File: config.mk
export PLATFORM = sky130hd
export DESIGN_NAME = bit_stream_monitor
export DESIGN_NICKNAME = d
export VERILOG_FILES = /design/src/rtl/bit_stream_monitor.sv
export SDC_FILE = /design/constraint.sdc
export NUM_CORES = 1
export LEC_CHECK = 0
export CORE_UTILIZATION = 45
export CTS_BUF_LIST = sky130_fd_sc_hd__clkbuf_4 sky130_fd_sc_hd__clkbuf_8 sky130_fd_sc_hd__clkbuf_16
export CTS_CLUSTER_DIAMETER = 60
export CTS_CLUSTER_SIZE = 12
export DETAILED_ROUTE_END_ITERATION = 7
export HOLD_SLACK_MARGIN = 0.06
export PLACE_DENSITY = 0.65
export REMOVE_ABC_BUFFERS = 1
export SYNTH_ARGS = -nofsm -noshare
export SYNTH_HDL_FRONTEND = slang
export SYNTH_SLANG_ARGS = --single-unit
export TNS_END_PERCENT = 30
File: constraint.sdc
create_clock -name clk -period 5.3 [get_ports clk]
set_input_delay 1.06 -clock clk [delete_from_list [all_inputs] [get_ports clk]]
set_output_delay 1.06 -clock clk [all_outputs]
set_load 0.02 [all_outputs]
File: src/rtl/bit_stream_monitor.sv
// -----------------------------------------------------------------------------
// bit_stream_monitor
//
// Receive-side consumer for the single-bit generator stream. Accepted bits are
// packed MSB-first into bytes for downstream logic. Two online health tests run
// on the same bits:
//   - repetition-count test (RCT): flags a run of RCT_CUTOFF identical bits
//   - adaptive-proportion test (APT): over each WIN-bit window, counts bits
//     equal to the window's first bit and flags a count >= APT_CUTOFF
//
// Ports
//   clk         single clock, rising edge
//   rst         synchronous active-high reset
//   bit_in      stream bit
//   bit_valid   bit_in presented this cycle
//   bit_ready   monitor can accept a bit this cycle
//   byte_out    packed byte, first accepted bit in bit 7
//   byte_valid  byte_out holds an unconsumed byte
//   byte_ready  downstream consumes byte_out
//   clr_fail    pulse: clear failures and restart both tests
//   rct_fail    sticky RCT failure
//   apt_fail    sticky APT failure
//   healthy     no failure flagged
//   win_done    one-cycle pulse when an APT window completes
//   win_count   match count of the last completed window
// -----------------------------------------------------------------------------
module bit_stream_monitor #(
    parameter int unsigned WIN        = 64,
    parameter int unsigned RCT_CUTOFF = 8,
    parameter int unsigned APT_CUTOFF = 48
) (
    input  logic                   clk,
    input  logic                   rst,
    input  logic                   bit_in,
    input  logic                   bit_valid,
    output logic                   bit_ready,
    output logic [7:0]             byte_out,
    output logic                   byte_valid,
    input  logic                   byte_ready,
    input  logic                   clr_fail,
    output logic                   rct_fail,
    output logic                   apt_fail,
    output logic                   healthy,
    output logic                   win_done,
    output logic [$clog2(WIN):0]   win_count
);

    localparam int unsigned PW = $clog2(WIN);
    localparam int unsigned CW = PW + 1;

    localparam logic [7:0]    RCT_LIM  = 8'(RCT_CUTOFF);
    localparam logic [CW-1:0] APT_LIM  = CW'(APT_CUTOFF);
    localparam logic [PW-1:0] POS_LAST = PW'(WIN - 1);

    // Deserializer
    logic [6:0]    sh_q, sh_d;
    logic [2:0]    cnt_q, cnt_d;
    logic [7:0]    byte_q, byte_d;
    logic          bvalid_q, bvalid_d;

    // RCT: rc == 0 means no bit seen since reset/clear
    logic          lb_q, lb_d;
    logic [7:0]    rc_q, rc_d;
    logic          rct_fail_q, rct_fail_d;

    // APT
    logic          rb_q, rb_d;
    logic [PW-1:0] pos_q, pos_d;
    logic [CW-1:0] mc_q, mc_d;
    logic          apt_fail_q, apt_fail_d;
    logic          win_done_q, win_done_d;
    logic [CW-1:0] win_count_q, win_count_d;

    logic          accept;

    // Stall only when the last bit of a byte would overwrite an unconsumed byte.
    assign bit_ready = !(cnt_q == 3'd7 && bvalid_q && !byte_ready);
    assign accept    = bit_valid && bit_ready;

    always_comb begin
        // NOTE: every next-state signal gets a default first so no path leaves
        // it unassigned; otherwise a latch would be inferred.
        sh_d        = sh_q;
        cnt_d       = cnt_q;
        byte_d      = byte_q;
        bvalid_d    = bvalid_q;
        lb_d        = lb_q;
        rc_d        = rc_q;
        rct_fail_d  = rct_fail_q;
        rb_d        = rb_q;
        pos_d       = pos_q;
        mc_d        = mc_q;
        apt_fail_d  = apt_fail_q;
        win_done_d  = 1'b0;
        win_count_d = win_count_q;

        // Drain first; a load in the same cycle overrides it and keeps valid high.
        if (bvalid_q && byte_ready) begin
            bvalid_d = 1'b0;
        end

        // The deserializer runs regardless of clr_fail.
        if (accept) begin
            if (cnt_q == 3'd7) begin
                byte_d   = {sh_q, bit_in};
                bvalid_d = 1'b1;
                cnt_d    = 3'd0;
            end else begin
                sh_d  = {sh_q[5:0], bit_in};
                cnt_d = cnt_q + 3'd1;
            end
        end

        if (clr_fail) begin
            // Clear wins over anything the tests would do this cycle.
            rct_fail_d = 1'b0;
            apt_fail_d = 1'b0;
            rc_d       = 8'd0;
            pos_d      = '0;
            mc_d       = '0;
        end else if (accept) begin
            lb_d = bit_in;
            if (rc_q == 8'd0 || bit_in != lb_q) begin
                rc_d = 8'd1;
            end else if (rc_q != RCT_LIM) begin
                rc_d = rc_q + 8'd1;
            end
            if (rc_d == RCT_LIM) begin
                rct_fail_d = 1'b1;
            end

            if (pos_q == '0) begin
                rb_d = bit_in;
                mc_d = CW'(1);
            end else if (bit_in == rb_q) begin
                mc_d = mc_q + CW'(1);
            end
            // WIN is a power of two, so pos wraps to 0 on its own.
            pos_d = pos_q + PW'(1);
            if (pos_q == POS_LAST) begin
                win_done_d  = 1'b1;
                win_count_d = mc_d;
                if (mc_d >= APT_LIM) begin
                    apt_fail_d = 1'b1;
                end
            end
        end
    end

    always_ff @(posedge clk) begin
        // NOTE: there is no memory array here, so every register takes a reset
        // value; a partial byte or window is simply discarded.
        if (rst) begin
            sh_q        <= '0;
            cnt_q       <= '0;
            byte_q      <= '0;
            bvalid_q    <= 1'b0;
            lb_q        <= 1'b0;
            rc_q        <= '0;
            rct_fail_q  <= 1'b0;
            rb_q        <= 1'b0;
            pos_q       <= '0;
            mc_q        <= '0;
            apt_fail_q  <= 1'b0;
            win_done_q  <= 1'b0;
            win_count_q <= '0;
        end else begin
            // NOTE: non-blocking assignments so every register samples the
            // pre-edge value of the others.
            sh_q        <= sh_d;
            cnt_q       <= cnt_d;
            byte_q      <= byte_d;
            bvalid_q    <= bvalid_d;
            lb_q        <= lb_d;
            rc_q        <= rc_d;
            rct_fail_q  <= rct_fail_d;
            rb_q        <= rb_d;
            pos_q       <= pos_d;
            mc_q        <= mc_d;
            apt_fail_q  <= apt_fail_d;
            win_done_q  <= win_done_d;
            win_count_q <= win_count_d;
        end
    end

    assign byte_out   = byte_q;
    assign byte_valid = bvalid_q;
    assign rct_fail   = rct_fail_q;
    assign apt_fail   = apt_fail_q;
    assign healthy    = !rct_fail_q && !apt_fail_q;
    assign win_done   = win_done_q;
    assign win_count  = win_count_q;

endmodule

==> results of run 1 <==
-- synthesized netlist by cell type, types with 5 or more instances --
library cell,n
o21ai_0,5
nand2_1,58
inv_1,6
nor2_1,31
nand3_1,14
dfxtp_1,52
a21oi_1,38
xnor2_1,7
mux2i_1,8
clkbuf_1,8
ha_1,7
-- final cells by class --
class / instances / area (sq um) / share of cell area, %
clock buffer: 5 / 68.82 / 2.356
multi-input combinational: 232 / 1375 / 47.09
clock inverter: 3 / 42.54 / 1.457
inverter: 6 / 22.52 / 0.7712
tap: 70 / 87.58 / 2.999
sequential: 52 / 1041 / 35.65
timing repair buffer: 29 / 282.8 / 9.683
-- metal layers --
layer	GRT usage (%)	vias up	wire length (um)
met2	30.71	30	2393
li1	-	1097	-
met1	23.82	987	2478
met3	3.571	7	132
met5	0	-	0
met4	5.769	0	63
-- cells by family (layout without fill, tap and decap cells) --
| family | after synthesis | after routing | synth area share [%] |
|---|---|---|---|
| simple gates | 138 | 138 | 26.99 |
| buf+inv | 22 | 43 | 4.026 |
| compound gates | 67 | 67 | 16.05 |
| flops | 52 | 52 | 41.35 |
| mux | 8 | 8 | 3.181 |
| xor+xnor | 12 | 12 | 4.921 |
| fa+ha+maj | 7 | 7 | 3.479 |
-- state kept, by name, summed over array words and instances, names as in the netlist --
signal / cells
mc_q: 7
byte_valid: 1
win_count: 7
rb_q: 1
pos_q: 6
byte_out: 8
lb_q: 1
sh_q: 7
cnt_q: 3
win_done: 1
rct_fail: 1
rc_q: 8
apt_fail: 1
-- metrics by stage --
stage | power [mW] | util [%] | cells
finish | 0.7191 | 55.76 | 397
global route | 0.7529 | 55.76 | 397
CTS | 0.7276 | 55.76 | 397
detailed placement | 0.4595 | 53.63 | 389
global placement | 0.4593 | 53.63 | 389
floorplan | 0.4389 | - | 290
-- worst max-delay path: stages --
cell and delay [ns]:
clkdlybuf4s50_1 0.46, nand3b_1 0.14, clkdlybuf4s50_1 0.62
-- worst paths after layout --
path / from / endpoint / slack, ns / cells after the start
hold / removal: byte_out[1] / byte_out[1] / 0.46 / 2
setup / recovery: byte_ready / bit_ready / 1.96 / 3
hold reg to reg: byte_out[1] / byte_out[1] / 0.46 / 2
setup reg to reg: cnt_q[0] / pos_q[5] / 2.75 / 8
-- power by group --
group / leakage, nW / total, mW / switching, mW / internal, mW
registers: 0.420 / 0.398 / 0.00401 / 0.394
clock network: 0.0541 / 0.269 / 0.129 / 0.140
logic: 0.481 / 0.0520 / 0.0332 / 0.0187
==> summary.txt, run 1 <==
Run status
  – Status: finished clean

Synth
  – Sequential area share after synthesis: 41.35%
  – Post-synth EDFFs: 0
  – Synthesized area per cell: 8.227 sq um
  – Post-synth top area share: 41.35%
  – Top post-synthesis cells by area: dfxtp_1 (41%), nand2_1 (8.6%), a21oi_1 (7.6%), nor2_1 (4.6%), ha_1 (3.5%)
  – Asr flop ratio synth: 0%
  – Synth cell types: 47
  – Post-Syn Area: 0.002517 sq mm
  – Gate Count Post-Synth: 306
  – Synth Flop Type: dfxtp_1
  – Post-synth top area cell: dfxtp_1
  – Synth Register Bits: 52
  – Synthesis Warnings: 0

Run
  – Max cap viols: 0

Clocking
  – Worst-skew pair later-pin latency: 0.30 ns
  – Setup Fix Bufs, Post-CTS: 0
  – CTS sink cnt: 52
  – Reg clk slew, reported paths: 0.09 ns
  – Clock Tree Buf Depth: 2
  – Cts bufs inserted: 5
  – H-Tree Depth: 2
  – Post_cts resized: 0
  – CTS tree: built
  – Root Driver: clkbuf_8
  – Post-CTS Hold Buffers: 0

Routing
  – Total number of vias: 2121
  – Via density: 5.343
  – Antenna-violating nets left: 0
  – Wire per inst: 12.76 um
  – Iter 0 DRT Violations: 79
  – DRT Pass-1 Iters: 4
  – WL final: 5067 um
  – Residual DRC: 0

Critical path
  – Critical path class: primary input to output pin
  – Startpoint types: primary input
  – Arr. time, crit path: 2.28 ns
  – Required time worst endpoint: 4.24 ns
  – CP Max Fanout: 3
  – Crit. End Element: output pin

STA
  – Final Skew: 0.008958 ns
  – Slew HR: 54.88%
  – Hold Violations, Final: 0
  – PnR worst setup slack: 1.963 ns
  – F_max: 299.7 MHz
  – Hold Worst Slack: 0.4570 ns
  – Setup_tns: 0 ns
  – Slew Viols, Final: 0
  – Slew @ Worst Pin: 0.6718 ns
  – Min Tclk post-route: 3.337 ns
  – Final setup violation count: 0
  – Unrepaired setup endpoints after global routing: false
  – Period utilization: 62.96%

Floorplanning
  – Num rows: 26
  – Core ar.: 0.005238 sq mm
  – Area of the die: 0.005897 sq mm
  – Initial core utilization: 48.06%
  – Height of the die: 76.80 um
  – DIE WIDTH: 76.80 um
  – IO Pins: 27

Power
  – Lkg Pwr: 0.9550 nW
  – Pwr per Cell Area: 246.2 mW/mm^2
  – Peak supply drop: 0.1404 mV

Global route
  – Vias in the first global route: 1873
  – First-pass GRT wire length: 8783 um
  – Global route overflow: 0
  – Largest net degree at the start of global routing: 32
  – Aggregate global-route resource usage: 18.43%
  – Initial antenna violation count: 0

Finish
  – Commonest non-fill, non-tap cell in the layout: nand2_1
  – Total Nets Final: 339
  – Design area: 0.002920 sq mm
  – Synth-to-Final Area Change: 16.00%
  – Commonest cells after routing, fill and taps aside: nand2_1 (58), dfxtp_1 (52), a21oi_1 (38)
  – Share of cells above drive strength 1: 7.951%
  – Antenna cells: 0
  – Filler cells: 515

Place
  – DP Wirelength: 3411 um
  – IO buf count: 26
  – Setup slack after placement: 1.958 ns
  – GPL Wtd Cong: 0.8092
  – Dpl cell area: 0.002809 sq mm

Min path
  – HP Class: flop to flop
Note: power is estimated with default switching activity, not from simulation.
==> run 2, diff against run 1 <==
- clock period: 5.3 -> 3.3 ns (I/O delays scaled with it)
==> run 2 against run 1 <==
Effect of this change: final area up 0.39%; clock-buffer cell count unchanged; combinational power up 64%; sequential power up 61%; largest cell class unchanged; clock power up 67%; largest power group unchanged; routed wire length up 4.2%.
==> summary.txt, run 2 (synthesis results as in run 1) <==
Place
  – Setup slack after placement: 0.5439 ns (was 1.958 ns)
  – GPL Wtd Cong: 0.8212 (was 0.8092)
  – DP Cell Count: 390 (was 389)
  – IO buf count: 26 (unchanged)
  – DP Wirelength: 3575 um (was 3411 um)

Floorplanning
  – Num rows: 26 (unchanged)
  – Initial core utilization: 48.06% (unchanged)
  – DIE WIDTH: 76.80 um (unchanged)
  – IO Pins: 27 (unchanged)
  – Area of the die: 0.005897 sq mm (unchanged)
  – Height of the die: 76.80 um (unchanged)
  – Core ar.: 0.005238 sq mm (unchanged)

Global route
  – Aggregate global-route resource usage: 19.45% (was 18.43%)
  – Initial antenna violation count: 0 (unchanged)
  – Global route overflow: 0 (unchanged)
  – Vias in the first global route: 1983 (was 1873)
  – First-pass GRT wire length: 9259 um (was 8783 um)
  – Largest net degree at the start of global routing: 24 (was 32)

STA
  – Slew Viols, Final: 0 (unchanged)
  – Final setup violation count: 0 (unchanged)
  – F_max: 372.1 MHz
  – Slew @ Worst Pin: 0.6666 ns (was 0.6718 ns)
  – Final Skew: 0.007531 ns (was 0.008958 ns)
  – PnR worst setup slack: 0.6127 ns (was 1.963 ns)
  – Slew HR: 55.23% (was 54.88%)
  – Period utilization: 81.43%
  – Hold Violations, Final: 0 (unchanged)
  – Min Tclk post-route: 2.687 ns
  – Setup_tns: 0 ns (unchanged)
  – Unrepaired setup endpoints after global routing: false (unchanged)

Power
  – Clock power share: 38.3% (was 37.4%)
  – Lkg Pwr: 0.9604 nW (was 0.9550 nW)
  – Switching Fraction: 24.01% (was 23.10%)
  – Sequential power share: 54.5% (was 55.4%)
  – Peak supply drop: 0.2095 mV (was 0.1404 mV)
  – Sw Pwr: 0.2822 mW (was 0.1661 mW)
  – Pwr per Cell Area: 401.0 mW/mm^2 (was 246.2 mW/mm^2)
  – Share of power burned in combinational logic: 7.3% (was 7.2%)
  – Internal Pwr Total: 0.8932 mW (was 0.5530 mW)

Critical path
  – CP Max Fanout: 13 (was 3)
  – Critical path class: flop to output pin (was primary input to output pin)
  – Startpoint types: flop (was primary input)
  – Crit. End Element: output pin (unchanged)
  – Arr. time, crit path: 2.03 ns (was 2.28 ns)
  – Required time worst endpoint: 2.64 ns (was 4.24 ns)

Finish
  – Share of cells above drive strength 1: 8.232% (was 7.951%)
  – Core Util, Final: 55.97% (was 55.76%)
  – Filler cells: 498 (was 515)
  – Synth-to-Final Area Change: 16.45% (was 16.00%)
  – Final cell count without fillers: 398 (was 397)
  – Antenna cells: 0 (unchanged)
  – Commonest non-fill, non-tap cell in the layout: nand2_1 (unchanged)
  – Total Nets Final: 340 (was 339)
  – Commonest cells after routing, fill and taps aside: nand2_1 (58), dfxtp_1 (52), a21oi_1 (38) (unchanged)

Clocking
  – Post-CTS Hold Buffers: 0 (unchanged)
  – Setup Fix Bufs, Post-CTS: 0 (unchanged)
  – Cts bufs inserted: 5 (unchanged)
  – Post_cts resized: 0 (unchanged)
  – H-Tree Depth: 2 (unchanged)
  – Worst-skew pair later-pin latency: 0.30 ns (about the same)
  – Clock Tree Buf Depth: 2 (unchanged)
  – Root Driver: clkbuf_8 (unchanged)
  – Reg clk slew, reported paths: 0.10 ns (was 0.09 ns)
  – CTS sink cnt: 52 (unchanged)
  – CTS tree: built (unchanged)

Routing
  – WL final: 5279 um (was 5067 um)
  – DRT Pass-1 Iters: 4 (unchanged)
  – Iter 0 DRT Violations: 106 (was 79)
  – Antenna-violating nets left: 0 (unchanged)
  – Via density: 5.354 (was 5.343)
  – Total number of vias: 2131 (was 2121)
  – Wire per inst: 13.26 um (was 12.76 um)
  – Residual DRC: 0 (unchanged)

Run
  – Max cap viols: 0 (unchanged)

Run status
  – Status: finished clean (unchanged)

Min path
  – HP Class: flop to flop (unchanged)
-- run 2: changes by cell type in the layout (fill, tap and decap cells not counted) --
cell      previous run  this run
clkinv_2             1         0
inv_6                0         1
buf_4                3         4
-- run 2: final cells by class --
type                    instances  area [sq um]  share of cell area [%]
multi-input cells             232          1375                   46.91
flip-flops and latches         52          1041                   35.51
repair buffers                 30         290.3                   9.902
well taps                      70         87.58                   2.988
clock buffers                   5         68.82                   2.347
clock inverters                 3         46.29                   1.579
inverters                       6         22.52                  0.7682
-- run 2: routing by layer --
| metal | global-route usage [%] | routed length [um] | vias up | part of all wire [%] |
|---|---|---|---|---|
| met1 | 25.11 | 2519 | 979 | 48 |
| met5 | 0 | 0 | - | 0 |
| met4 | 5.962 | 41 | 0 | 0.78 |
| met2 | 31.96 | 2440 | 45 | 46 |
| met3 | 4.524 | 278 | 5 | 5.3 |
| li1 | - | - | 1102 | - |
-- run 2: path summary, 6_finish.rpt --
path,startpoint,endpoint,slack (ns),depth (start not counted)
max,cnt_q[0],bit_ready,0.61,4
min,byte_out[7],byte_out[7],0.46,2
max reg2reg,cnt_q[0],win_count[0],0.95,7
min reg2reg,byte_out[7],byte_out[7],0.46,2
-- run 2: per-stage QoR --
step,instance area [sq um],hold slack (ns),power (mW)
finish,2932,0.4572,1.175
floorplan,2439,0.4295,0.7049
CTS,2932,0.4622,1.189
global route,2932,0.4882,1.225
global placement,2816,0.4441,0.7393
detailed placement,2816,0.4472,0.7404
-- run 2: worst max-delay path: stages, from the launching register on --
cell             delay [ns]
dfxtp_1                0.37
ha_1                   0.16
ha_1                   0.42
nand3b_1               0.19
clkdlybuf4s50_1        0.58
-- run 2: power by group through the flow --
stage               combinational [mW]  clock, mW  sequential [mW]
finish                          0.0852      0.450            0.640
global route                    0.0945      0.489            0.642
CTS                             0.0862      0.462            0.640
detailed placement              0.0856          0            0.655
global placement                0.0848          0            0.654
floorplan                       0.0514          0            0.653
==> run 3, diff against run 2 <==
- PLACE_DENSITY: 0.65 -> 0.67
- clock period: 3.3 -> 2.31 ns (I/O delays scaled with it)
==> run 3 against run 2 <==
Effect of this change: sequential cell count unchanged; combinational power rose by 50%; final cell count up 1.5%; global-route usage increased by 0.14 points; die area is the same; utilization up 0.67 points; total power is 34% higher; via count up 1.7%; worst hold slack better by 0.00076 ns; sequential share of layout area fell by 0.42 points; routed wire length is 0.28% higher; clock-buffer cell count did not move; largest cell class unchanged.
==> summary.txt, run 3 (synthesis results as in run 1) <==
Critical path
  – Required time worst endpoint: 2.55 ns (was 2.64 ns)
  – Worst Setup EP: rc_q[2] (was bit_ready)
  – R2r endpoint: rc_q[0] (was win_count[0])
  – R2R Setup Slk: 0.38 ns (was 0.95 ns)
  – CP Max Fanout: 6 (was 13)
  – Crit. End Element: flop (was output pin)
  – Startpoint types: primary input (was flop)
  – Critical path class: primary input to flop (was flop to output pin)
  – CP Launch Point: bit_in (was cnt_q[0])
  – Worst flop-to-flop path startpoint: rc_q[0] (was cnt_q[0])
  – Reg2reg path depth: 8 (was 7)
  – Arr. time, crit path: 2.43 ns (was 2.03 ns)

Clocking
  – Setup Fix Bufs, Post-CTS: 0 (unchanged)
  – Reg clk slew, reported paths: 0.10 ns (about the same)
  – CTS tree: built (unchanged)
  – Clock Tree Buf Depth: 2 (unchanged)
  – Cts bufs inserted: 5 (unchanged)
  – CTS sink cnt: 52 (unchanged)
  – Root Driver: clkbuf_8 (unchanged)
  – Worst-skew pair later-pin latency: 0.30 ns (about the same)
  – H-Tree Depth: 2 (unchanged)

Place
  – DP Cell Count: 396 (was 390)
  – Setup slack after placement: -0.1768 ns (was 0.5439 ns)
  – GPL Wtd Cong: 0.8496 (was 0.8212)
  – DP Wirelength: 3728 um (was 3575 um)
  – IO buf count: 26 (unchanged)

Power
  – Pwr per Cell Area: 529.5 mW/mm^2 (was 401.0 mW/mm^2)
  – Lkg Pwr: 0.9850 nW (was 0.9604 nW)
  – Peak supply drop: 0.3231 mV (was 0.2095 mV)

Floorplanning
  – Core ar.: 0.005238 sq mm (unchanged)
  – Height of the die: 76.80 um (unchanged)
  – DIE WIDTH: 76.80 um (unchanged)
  – Area of the die: 0.005897 sq mm (unchanged)
  – IO Pins: 27 (unchanged)
  – Num rows: 26 (unchanged)
  – Initial core utilization: 48.06% (unchanged)

Finish
  – Commonest cells after routing, fill and taps aside: nand2_1 (58), dfxtp_1 (52), a21oi_1 (38) (unchanged)
  – Final cell count without fillers: 404 (was 398)
  – Synth-to-Final Area Change: 17.84% (was 16.45%)
  – Share of cells above drive strength 1: 9.880% (was 8.232%)
  – Commonest non-fill, non-tap cell in the layout: nand2_1 (unchanged)
  – Total Nets Final: 346 (was 340)
  – Antenna cells: 0 (unchanged)

STA
  – Final setup violation count: 0 (unchanged)
  – Slew @ Worst Pin: 0.5128 ns (was 0.6666 ns)
  – Slew HR: 65.57% (was 55.23%)
  – Period utilization: 94.90%
  – Setup_tns: 0 ns (unchanged)
  – Min Tclk post-route: 2.192 ns
  – PnR worst setup slack: 0.1179 ns (was 0.6127 ns)
  – Unrepaired setup endpoints after global routing: false (unchanged)
  – Slew Viols, Final: 0 (unchanged)
  – Hold Violations, Final: 0 (unchanged)
  – Final Skew: 0.006662 ns (was 0.007531 ns)
  – Hold Worst Slack: 0.4580 ns (was 0.4572 ns)
  – F_max: 456.2 MHz

Global route
  – Initial antenna violation count: 0 (unchanged)
  – Largest net degree at the start of global routing: 29 (was 24)
  – Global route overflow: 0 (unchanged)
  – Aggregate global-route resource usage: 19.58% (was 19.45%)
  – First-pass GRT wire length: 9390 um (was 9259 um)
  – Vias in the first global route: 2094 (was 1983)

Routing
  – Residual DRC: 0 (unchanged)
  – Via density: 5.364 (was 5.354)
  – Wire per inst: 13.10 um (was 13.26 um)
  – DRT Pass-1 Iters: 4 (unchanged)
  – WL final: 5294 um (was 5279 um)
  – Antenna-violating nets left: 0 (unchanged)
  – Iter 0 DRT Violations: 129 (was 106)
  – Total number of vias: 2167 (was 2131)

Min path
  – HP Class: flop to flop (unchanged)

Run status
  – Status: finished clean (unchanged)

Run
  – Max cap viols: 0 (unchanged)
run 3: cell types whose count changed in the layout (fill, tap and decap cells not counted), sizes merged:
cell	previous run	this run
clkinv	0	1
clkdlybuf4s50	26	25
dlymetal6s2s	0	1
buf	4	10
bufinv	1	0
run 3: how the worst min path moves through the flow:
stage / slack [ns] / cells past startpoint / startpoint / end
2_1_floorplan: 0.43 / 2 / cnt_q[1] / cnt_q[1]
3_3_place_gp: 0.44 / 2 / sh_q[6] / sh_q[6]
3_5_place_dp: 0.45 / 2 / byte_out[2] / byte_out[2]
4_1_cts: 0.46 / 2 / byte_out[2] / byte_out[2]
5_1_grt: 0.49 / 2 / byte_out[5] / byte_out[5]
6_report: 0.46 / 2 / byte_out[2] / byte_out[2]
run 3: power breakdown:
part / internal [mW] / total, mW / switching (mW)
clock: 0.216 / 0.528 / 0.313
combinational: 0.0502 / 0.128 / 0.0778
sequential: 0.905 / 0.915 / 0.00940
total: 1.17 / 1.57 / 0.400
run 3: per-stage QoR:
stage	power [mW]	util, %	cell area (sq um)
final	1.571	56.64	2967
after global routing	1.645	56.64	2967
after CTS	1.594	56.59	2964
after detailed placement	1.063	54.87	2874
after global placement	1.063	54.87	2874
after floorplan	1.007	-	2439
run 3: layout make-up:
cell class	count	area, sq um
timing repair buffer	36	350.3
clock inverter	3	21.27
fill	512	2271
tap	70	87.58
inverter	6	22.52
clock buffer	5	68.82
sequential	52	1041
multi-input combinational	232	1375
run 3: routing by layer:
layer | global-route usage, % | wire length, um | vias up
li1 | - | - | 1109
met1 | 25.79 | 2559 | 1002
met2 | 31.07 | 2407 | 45
met3 | 3.929 | 226 | 11
met4 | 8.077 | 101 | 0
met5 | 0 | 0 | -
run 3: what timing repair did:
item	in CTS	in global routing
endpoints found under the hold margin	0	0
endpoints found under the setup margin	0	1
resized for setup	0	1
hold buffers	0	0
run 3: worst max-delay path, cell delays in order:
cell and delay [ns]:
clkdlybuf4s50_1 0.53, buf_4 0.21, xnor2_1 0.44, o21ai_2 0.16, nor2_1 0.21, buf_4 0.17
nand3b_1 0.08, a21oi_1 0.16
